===== config.mk =====
export PLATFORM = sky130hd
export DESIGN_NAME = alu_md_control
export DESIGN_NICKNAME = d
export VERILOG_FILES = /design/src/rtl/alu_pkg.sv /design/src/rtl/md_seq_core.sv /design/src/rtl/alu_md_control.sv
export SDC_FILE = /design/constraint.sdc
export NUM_CORES = 1
export LEC_CHECK = 0
export CAP_MARGIN = 20
export CORE_MARGIN = 4
export CORE_UTILIZATION = 55
export CTS_CLUSTER_SIZE = 16
export DETAILED_ROUTE_END_ITERATION = 8
export DONT_BUFFER_PORTS = 1
export PLACE_DENSITY = 0.7
export RECOVER_POWER = 50
export SLEW_MARGIN = 20
export SYNTH_ARGS = -nofsm -noshare
export SYNTH_HDL_FRONTEND = slang
export SYNTH_HIERARCHICAL = 1
export SYNTH_SLANG_ARGS = --single-unit

===== constraint.sdc =====
create_clock -name clk -period 4.2 [get_ports clk]
set_input_delay 0.63 -clock clk [delete_from_list [all_inputs] [get_ports clk]]
set_output_delay 0.63 -clock clk [all_outputs]
set_load 0.05 [all_outputs]

===== src/rtl/alu_pkg.sv =====
//------------------------------------------------------------------------------
// Module : alu_pkg
// Brief  : ALUOp/funct encodings, ALU opcodes and MD sequencer state type.
// Rev    : 1.0 - initial release
//------------------------------------------------------------------------------
`default_nettype none

package alu_pkg;

  localparam logic [1:0] ALUOP_ADD   = 2'b00;
  localparam logic [1:0] ALUOP_SUB   = 2'b01;
  localparam logic [1:0] ALUOP_RTYPE = 2'b10;
  localparam logic [1:0] ALUOP_OR    = 2'b11;

  localparam logic [5:0] FN_SLL   = 6'b000000;
  localparam logic [5:0] FN_SRL   = 6'b000010;
  localparam logic [5:0] FN_MFHI  = 6'b010000;
  localparam logic [5:0] FN_MTHI  = 6'b010001;
  localparam logic [5:0] FN_MFLO  = 6'b010010;
  localparam logic [5:0] FN_MTLO  = 6'b010011;
  localparam logic [5:0] FN_MULT  = 6'b011000;
  localparam logic [5:0] FN_MULTU = 6'b011001;
  localparam logic [5:0] FN_DIV   = 6'b011010;
  localparam logic [5:0] FN_DIVU  = 6'b011011;
  localparam logic [5:0] FN_ADD   = 6'b100000;
  localparam logic [5:0] FN_SUB   = 6'b100010;
  localparam logic [5:0] FN_AND   = 6'b100100;
  localparam logic [5:0] FN_OR    = 6'b100101;
  localparam logic [5:0] FN_XOR   = 6'b100110;
  localparam logic [5:0] FN_NOR   = 6'b100111;
  localparam logic [5:0] FN_SLT   = 6'b101010;

  localparam logic [3:0] OP_AND     = 4'b0000;
  localparam logic [3:0] OP_OR      = 4'b0001;
  localparam logic [3:0] OP_ADD     = 4'b0010;
  localparam logic [3:0] OP_SLL     = 4'b0011;
  localparam logic [3:0] OP_XOR     = 4'b0100;
  localparam logic [3:0] OP_SRL     = 4'b0101;
  localparam logic [3:0] OP_SUB     = 4'b0110;
  localparam logic [3:0] OP_SLT     = 4'b0111;
  localparam logic [3:0] OP_PASS_HI = 4'b1000;
  localparam logic [3:0] OP_PASS_LO = 4'b1001;
  localparam logic [3:0] OP_NOR     = 4'b1100;
  localparam logic [3:0] OP_NOP     = 4'b1111;

  typedef enum logic [1:0] {
    MD_IDLE = 2'd0,
    MD_MUL  = 2'd1,
    MD_DIV  = 2'd2,
    MD_FIX  = 2'd3
  } md_state_e;

  function automatic logic is_muldiv(input logic [5:0] f);
    return (f == FN_MULT) || (f == FN_MULTU) || (f == FN_DIV) || (f == FN_DIVU);
  endfunction

  // Any funct that reads or writes HI/LO and therefore must wait for the sequencer.
  function automatic logic is_hilo_user(input logic [5:0] f);
    return is_muldiv(f) || (f == FN_MTHI) || (f == FN_MTLO) ||
           (f == FN_MFHI) || (f == FN_MFLO);
  endfunction

endpackage

`default_nettype wire


===== src/rtl/md_seq_core.sv =====
//------------------------------------------------------------------------------
// Module : md_seq_core
// Brief  : Iterative multiply/divide datapath (shift-add / restoring) with sign fixup.
// Rev    : 1.0 - initial release
//------------------------------------------------------------------------------
`default_nettype none

module md_seq_core
  import alu_pkg::*;
#(
  parameter int WIDTH = 32
) (
  input  logic             clk,
  input  logic             rst_n,
  input  logic             i_start,
  input  logic             i_is_div,
  input  logic             i_is_signed,
  input  logic             i_abort,
  input  logic [WIDTH-1:0] i_a,
  input  logic [WIDTH-1:0] i_b,
  output logic             o_busy,
  output logic             o_done,
  output logic [WIDTH-1:0] o_hi,
  output logic [WIDTH-1:0] o_lo
);

  localparam int             CNT_W = $clog2(WIDTH);
  localparam logic [CNT_W-1:0] LAST = CNT_W'(WIDTH - 1);

  md_state_e          r_state;
  md_state_e          w_state_nxt;
  logic [CNT_W-1:0]   r_cnt;
  logic [WIDTH-1:0]   r_acc;
  logic [WIDTH-1:0]   r_low;
  logic [WIDTH-1:0]   r_opnd;
  logic [WIDTH-1:0]   r_dividend;
  logic               r_neg_q;
  logic               r_neg_r;
  logic               r_div_zero;

  logic [WIDTH-1:0]   w_a_mag;
  logic [WIDTH-1:0]   w_b_mag;
  logic [WIDTH:0]     w_sum;
  logic [WIDTH:0]     w_shift;
  logic [WIDTH:0]     w_trial;
  logic [2*WIDTH-1:0] w_raw;
  logic [2*WIDTH-1:0] w_prod;
  logic [WIDTH-1:0]   w_quo;
  logic [WIDTH-1:0]   w_rem;

  assign w_a_mag = (i_is_signed && i_a[WIDTH-1]) ? -i_a : i_a;
  assign w_b_mag = (i_is_signed && i_b[WIDTH-1]) ? -i_b : i_b;

  // r_opnd holds the multiplicand or divisor; {r_acc, r_low} is product or {remainder, quotient}.
  assign w_sum   = {1'b0, r_acc} + (r_low[0] ? {1'b0, r_opnd} : '0);
  assign w_shift = {r_acc, r_low[WIDTH-1]};
  assign w_trial = w_shift - {1'b0, r_opnd};

  always_ff @(posedge clk or negedge rst_n) begin
    if (!rst_n) begin
      r_state <= MD_IDLE;
    end else begin
      r_state <= w_state_nxt;
    end
  end

  always_comb begin
    w_state_nxt = r_state;
    case (r_state)
      MD_IDLE: if (i_start) w_state_nxt = i_is_div ? MD_DIV : MD_MUL;
      MD_MUL,
      MD_DIV:  if (i_abort) w_state_nxt = MD_IDLE;
               else if (r_cnt == LAST) w_state_nxt = MD_FIX;
      MD_FIX:  w_state_nxt = MD_IDLE;
      default: w_state_nxt = MD_IDLE;
    endcase
  end

  always_ff @(posedge clk or negedge rst_n) begin
    if (!rst_n) begin
      r_cnt      <= '0;
      r_acc      <= '0;
      r_low      <= '0;
      r_opnd     <= '0;
      r_dividend <= '0;
      r_neg_q    <= 1'b0;
      r_neg_r    <= 1'b0;
      r_div_zero <= 1'b0;
    end else if (r_state == MD_IDLE && i_start) begin
      r_cnt      <= '0;
      r_acc      <= '0;
      r_opnd     <= i_is_div ? w_b_mag : w_a_mag;
      r_low      <= i_is_div ? w_a_mag : w_b_mag;
      r_dividend <= i_a;
      r_neg_q    <= i_is_signed & (i_a[WIDTH-1] ^ i_b[WIDTH-1]);
      r_neg_r    <= i_is_signed & i_a[WIDTH-1];
      r_div_zero <= (i_b == '0);
    end else if (r_state == MD_MUL) begin
      r_cnt          <= (r_cnt == LAST) ? '0 : r_cnt + CNT_W'(1);
      {r_acc, r_low} <= {w_sum, r_low[WIDTH-1:1]};
    end else if (r_state == MD_DIV) begin
      r_cnt <= (r_cnt == LAST) ? '0 : r_cnt + CNT_W'(1);
      r_acc <= w_trial[WIDTH] ? w_shift[WIDTH-1:0] : w_trial[WIDTH-1:0];
      r_low <= {r_low[WIDTH-2:0], ~w_trial[WIDTH]};
    end
  end

  assign w_raw  = {r_acc, r_low};
  assign w_prod = r_neg_q ? -w_raw : w_raw;
  assign w_quo  = r_neg_q ? -r_low : r_low;
  assign w_rem  = r_neg_r ? -r_acc : r_acc;

  // Result is only meaningful in FIX; the DIV/MUL distinction is recovered from the prior state.
  logic r_was_div;
  always_ff @(posedge clk or negedge rst_n) begin
    if (!rst_n)                    r_was_div <= 1'b0;
    else if (r_state == MD_MUL)    r_was_div <= 1'b0;
    else if (r_state == MD_DIV)    r_was_div <= 1'b1;
  end

  always_comb begin
    o_busy = (r_state != MD_IDLE);
    o_done = (r_state == MD_FIX);
    o_hi   = w_prod[2*WIDTH-1:WIDTH];
    o_lo   = w_prod[WIDTH-1:0];
    if (r_was_div) begin
      if (r_div_zero) begin
        o_hi = r_dividend;
        o_lo = '1;
      end else begin
        o_hi = w_rem;
        o_lo = w_quo;
      end
    end
  end

endmodule

`default_nettype wire


===== src/rtl/alu_md_control.sv =====
//------------------------------------------------------------------------------
// Module : alu_md_control
// Brief  : EX-stage ALU control decode, HI/LO registers and MD stall generation.
// Rev    : 1.0 - initial release
//------------------------------------------------------------------------------
`default_nettype none

module alu_md_control
  import alu_pkg::*;
#(
  parameter int WIDTH  = 32,
  parameter int CTRL_W = 4
) (
  input  logic              clk,
  input  logic              rst_n,
  input  logic              valid_i,
  input  logic              flush_i,
  input  logic [1:0]        alu_op_i,
  input  logic [5:0]        funct_i,
  input  logic [WIDTH-1:0]  rs_i,
  input  logic [WIDTH-1:0]  rt_i,
  output logic [CTRL_W-1:0] alu_ctrl_o,
  output logic [WIDTH-1:0]  hi_o,
  output logic [WIDTH-1:0]  lo_o,
  output logic              md_busy_o,
  output logic              stall_o
);

  logic [3:0]       w_op;
  logic             w_rtype;
  logic             w_busy;
  logic             w_done;
  logic             w_accept;
  logic [WIDTH-1:0] w_hi_res;
  logic [WIDTH-1:0] w_lo_res;
  logic [WIDTH-1:0] r_hi;
  logic [WIDTH-1:0] r_lo;

  always_comb begin
    w_op = OP_NOP;
    if (rst_n && valid_i) begin
      case (alu_op_i)
        ALUOP_ADD: w_op = OP_ADD;
        ALUOP_SUB: w_op = OP_SUB;
        ALUOP_OR:  w_op = OP_OR;
        default: begin
          case (funct_i)
            FN_ADD:  w_op = OP_ADD;
            FN_SUB:  w_op = OP_SUB;
            FN_AND:  w_op = OP_AND;
            FN_OR:   w_op = OP_OR;
            FN_XOR:  w_op = OP_XOR;
            FN_NOR:  w_op = OP_NOR;
            FN_SLT:  w_op = OP_SLT;
            FN_SLL:  w_op = OP_SLL;
            FN_SRL:  w_op = OP_SRL;
            FN_MFHI: w_op = OP_PASS_HI;
            FN_MFLO: w_op = OP_PASS_LO;
            default: w_op = OP_NOP;
          endcase
        end
      endcase
    end
  end

  assign alu_ctrl_o = CTRL_W'(w_op);

  assign w_rtype  = (alu_op_i == ALUOP_RTYPE);
  assign stall_o  = valid_i & w_busy & w_rtype & is_hilo_user(funct_i);
  assign w_accept = valid_i & ~flush_i & ~stall_o & w_rtype & is_muldiv(funct_i);

  md_seq_core #(
    .WIDTH (WIDTH)
  ) u_core (
    .clk         (clk),
    .rst_n       (rst_n),
    .i_start     (w_accept),
    .i_is_div    (funct_i[1]),
    .i_is_signed (~funct_i[0]),
    .i_abort     (flush_i),
    .i_a         (rs_i),
    .i_b         (rt_i),
    .o_busy      (w_busy),
    .o_done      (w_done),
    .o_hi        (w_hi_res),
    .o_lo        (w_lo_res)
  );

  // A flush landing on the FIX cycle still discards the result.
  always_ff @(posedge clk or negedge rst_n) begin
    if (!rst_n) begin
      r_hi <= '0;
      r_lo <= '0;
    end else if (w_done && !flush_i) begin
      r_hi <= w_hi_res;
      r_lo <= w_lo_res;
    end else if (valid_i && !flush_i && !w_busy && w_rtype) begin
      if (funct_i == FN_MTHI) r_hi <= rs_i;
      if (funct_i == FN_MTLO) r_lo <= rs_i;
    end
  end

  assign hi_o      = r_hi;
  assign lo_o      = r_lo;
  assign md_busy_o = w_busy;

endmodule

`default_nettype wire


==> out/summary.md <==
During synthesis, Yosys emitted a total of 6 warnings. The via count normalized by instance count is 6.90. For this run, the register share of the synthesized area comes to 28.0%. The number of flops mapped to enable cells by yosys is 0, and the total DRC errors in the routed layout is 1. The routability congestion estimate from global placement came out at 1.02. The worst hold path belongs to the class input pin to asynchronous set/reset pin. The die span in y works out to 190 um.

The power per cell area was 795 mW/mm^2; the detailed-router iteration count before antenna repair was 8. For this design the top-level I/O count stands at 146. The cell family with the largest share of critical-path delay was compound AO/OA/AOI/OAI gates.

Leaving out fill and tap cells, the most frequent cell in the layout is nand2_1. The final-report max-slew violation count came out at 0. In this design, the critical path's most frequently occurring cell is a211o_1.

The worst setup path is captured at a flop. In this run the tool buffered the top-level ports with 0 buffer cells. In this run the register-to-register setup slack is 220 ps. The clock reaches the later pin of the worst-skew pair after 580 ps. Measured along the x axis, the die boundary spans 190 um.

After clock tree synthesis, the clock-pin slew on the worst setup and hold paths is 60 ps. Setup repair after global routing left no endpoint under its margin. The arrival time of the worst setup path was 4420 ps; the number of distinct library cell variants in the gate-level netlist after synthesis was 90. The post-route netlist has 6.93% of its cells at a drive strength greater than 1. Timing would allow up to 251 MHz.

Data on the critical path is required at its endpoint by 4630 ps. TritonCTS built the clock tree. The critical path goes through inv_1 -> fa_1 -> nand2b_1 -> a211o_1 -> a2111o_1 -> a21oi_1 -> o31a_1 -> nand2_1 -> buf_4 -> and2_1 -> a211o_1 -> a32o_1. After synthesis, the cell types taking the most area are dfrtp_1 (28%), nand2_1 (6.9%), o21ai_0 (5.7%).

The top cell type by area accounts for 28.0% of the synthesized area. Counting flops and latches in the post-synthesis netlist gives 203. Subtracting the final worst setup slack from the clock period gives 3980 ps. 0 antenna diodes ended up in the layout.

The total grt overflow is 0. The number of nets in the synthesized netlist is 2497. The run gives 0.0185 sq mm as the area of placed instances.

The total track usage was 38.3%; the remaining max-slew budget at the tightest pin was 27.5%. The run gives 17498 as the number of global-route vias before repair. Fraction of registers with async set/reset: 100%. The final layout contains routed wiring with a total length of 71400 um. Counting both buffers and inverters, the worst setup path holds a total of 2. The logs give 0 for the max-capacitance violation count and 0.0325 sq mm for the placeable core region. The largest voltage drop on the vdd net came out at 514 uV.

The initial antenna violation count is 2, and the slew of the pin with the lowest slew margin is 1110 ps. The post-route setup TNS was 0 ps. Master of the slowest instance on the critical path: dfrtp_1.

In this run, CTS created clock tree buffers numbering 26. The setup path with the least slack is of type flop to flop. The logs give 8.24 nW for the reported leakage power and 0.0181 sq mm for the netlist area before placement. The worst hold slack was -251 ps; the number of failing setup endpoints in the final timing report was 0. The tools report the kind of start point of the critical path as a flop.

For the number of clock sinks, the log shows 203. The final reports fail on design-rule violations, negative hold slack. In this run, the number of DRC markers left after iteration 0 of detailed routing was 2523. Post-CTS setup buffer count: 0.

Worst clock skew on the final layout: 37.2 ps. The buffer depth of the longest clock path is 3. The flow ran to the end, but the final reports show violations. The predominant post-synthesis flop cell was dfrtp_1. After legalization and detailed placement, the total HPWL measured 53600 um. The count of standard-cell rows is 66, and the largest stage delay on the critical path is 550 ps. The number of failing hold endpoints at the final stage came out at 203. After detailed routing, the average wire length per cell comes to 26.1 um.

The area growth from synthesis to layout is 6.79%. The remaining antenna violation count after routing is 0, and the wire length of the first global-routing pass is 108000 um. The area of the die came out at 0.0360 sq mm. The library cells used most frequently in the layout, excluding fill and tap cells, are nand2_1 (333), o21ai_0 (205), dfrtp_1 (203).

Entering global routing, the biggest net connects 205 pins. The post-route standard cell area excluding fillers is 0.0194 sq mm, and the largest fanout on the critical path is 12. The cell count after synthesis came out at 2345. After the last flow step, the layout net total stands at 2429. Of all cell types, the one taking the most synthesized area is dfrtp_1. The number of H-tree levels was 1; the total of fill cells in the finished design was 3017. The root buffer cell chosen for the clock tree is clkbuf_16. The average instance in the mapped netlist occupies 7.74 sq um. After layout, the worst path uses 94.8% of the clock period. Once the floorplan was initialized, standard cells occupied 55.8% of the core.

The routed layout has 18881 vias.
worst register-to-register path, cell delays in order, from the launching register on:
cell,delay (ps)
dfrtp_1,550
inv_1,150
fa_1,450
nand2b_1,210
a211o_1,320
a2111o_1,450
a21oi_1,390
o31a_1,210
nand2_1,170
buf_4,260
and2_1,180
a211o_1,270
a32o_1,250
worst paths after layout:
kind / startpoint / endpoint / cells after the start
worst max-delay path: u_core/r_acc[0]$_DFFE_PN0P_ / u_core/r_acc[21]$_DFFE_PN0P_ / 12
worst min-delay path: rst_n / u_core/r_dividend[27]$_DFFE_PN0P_ / 0
worst max register to register: u_core/r_acc[0]$_DFFE_PN0P_ / u_core/r_acc[21]$_DFFE_PN0P_ / 12
worst min register to register: u_core/r_dividend[16]$_DFFE_PN0P_ / u_core/r_dividend[16]$_DFFE_PN0P_ / 2
max in group asynchronous: rst_n / u_core/r_low[13]$_DFFE_PN0P_ / 0
min in group clk: rs_i[16] / u_core/r_dividend[16]$_DFFE_PN0P_ / 2
state kept, by name, indices dropped and copies added (netlist names):
register           cells
u_core/r_low          32
lo_o                  32
u_core/r_neg_r         1
u_core/r_acc          32
u_core/r_neg_q         1
u_core/r_was_div       1
u_core/r_dividend     32
u_core/r_div_zero      1
u_core/r_opnd         32
hi_o                  32
u_core/r_state         2
u_core/r_cnt           5
power by group:
group / switching [mW] / internal [mW] / leakage [nW]
sequential: 1.95 / 2.61 / 2.40
clock: 0.950 / 1.45 / 0.446
combinational: 5.11 / 3.32 / 5.39
total: 8.01 / 7.39 / 8.24
area by class of cell:
cell class / count / area [sq um] / area share [%]
Clock buffer: 35 / 724 / 3.74
Clock inverter: 12 / 175 / 0.904
Inverter: 82 / 308 / 1.59
Multi-Input combinational cell: 1895 / 12000 / 62.0
Sequential cell: 203 / 5080 / 26.2
Tap cell: 442 / 553 / 2.85
Timing Repair Buffer: 69 / 531 / 2.74
synthesized netlist by cell type (all sizes together) (5+ instances only):
master	count
a2111oi	6
a211o	6
a211oi	18
a21o	41
a21oi	173
a221o	69
a221oi	8
a22o	5
a22oi	7
a311oi	5
a31oi	20
and2	44
and3	87
buf	48
clkbuf	117
dfrtp	203
ha	74
inv	80
mux2i	51
nand2	335
nand2b	25
nand3	28
nand4	25
nor2	188
nor2b	11
nor3	41
nor3b	5
nor4	23
o211ai	66
o21a	12
o21ai	221
o21bai	12
o221ai	12
o22ai	8
o31ai	26
o41ai	10
or2	6
or3	21
or4	19
xnor2	78
xor2	58
cells by family after synthesis:
group           Yosys count  synth area share (%)
simple gates            874                  23.7
compound gates          754                  27.3
buf+inv                 247                  6.01
flops                   203                  28.0
xor+xnor                136                  6.57
fa+ha+maj                76                  5.32
mux                      55                  3.06
layer usage:
| metal | track usage (%) | wire length, um |
|---|---|---|
| met1 | 54.8 | 28900 |
| met5 | 0 | 20 |
| met4 | 13.6 | 3200 |
| met3 | 9.05 | 9050 |
| met2 | 57.0 | 30200 |
timing repair:
| item | 4_1_cts | 5_1_grt |
|---|---|---|
| endpoints found under the setup margin | 0 | 1 |
| resized for setup | 0 | 1 |
| endpoints found under the hold margin | 203 | 203 |
per-stage QoR:
| stage | instances | utilization [%] | power, mW | setup WS, ps |
|---|---|---|---|---|
| after floorplan | 2345 | - | 10.0 | 567 |
| after global placement | 2691 | 56.8 | 12.6 | 367 |
| after detailed placement | 2691 | 56.8 | 12.7 | 204 |
| after CTS | 2738 | 59.5 | 15.1 | 200 |
| after global routing | 2738 | 59.5 | 16.2 | 52.4 |
| final | 2738 | 59.5 | 15.4 | 218 |
(Power assumes the default switching activity.)
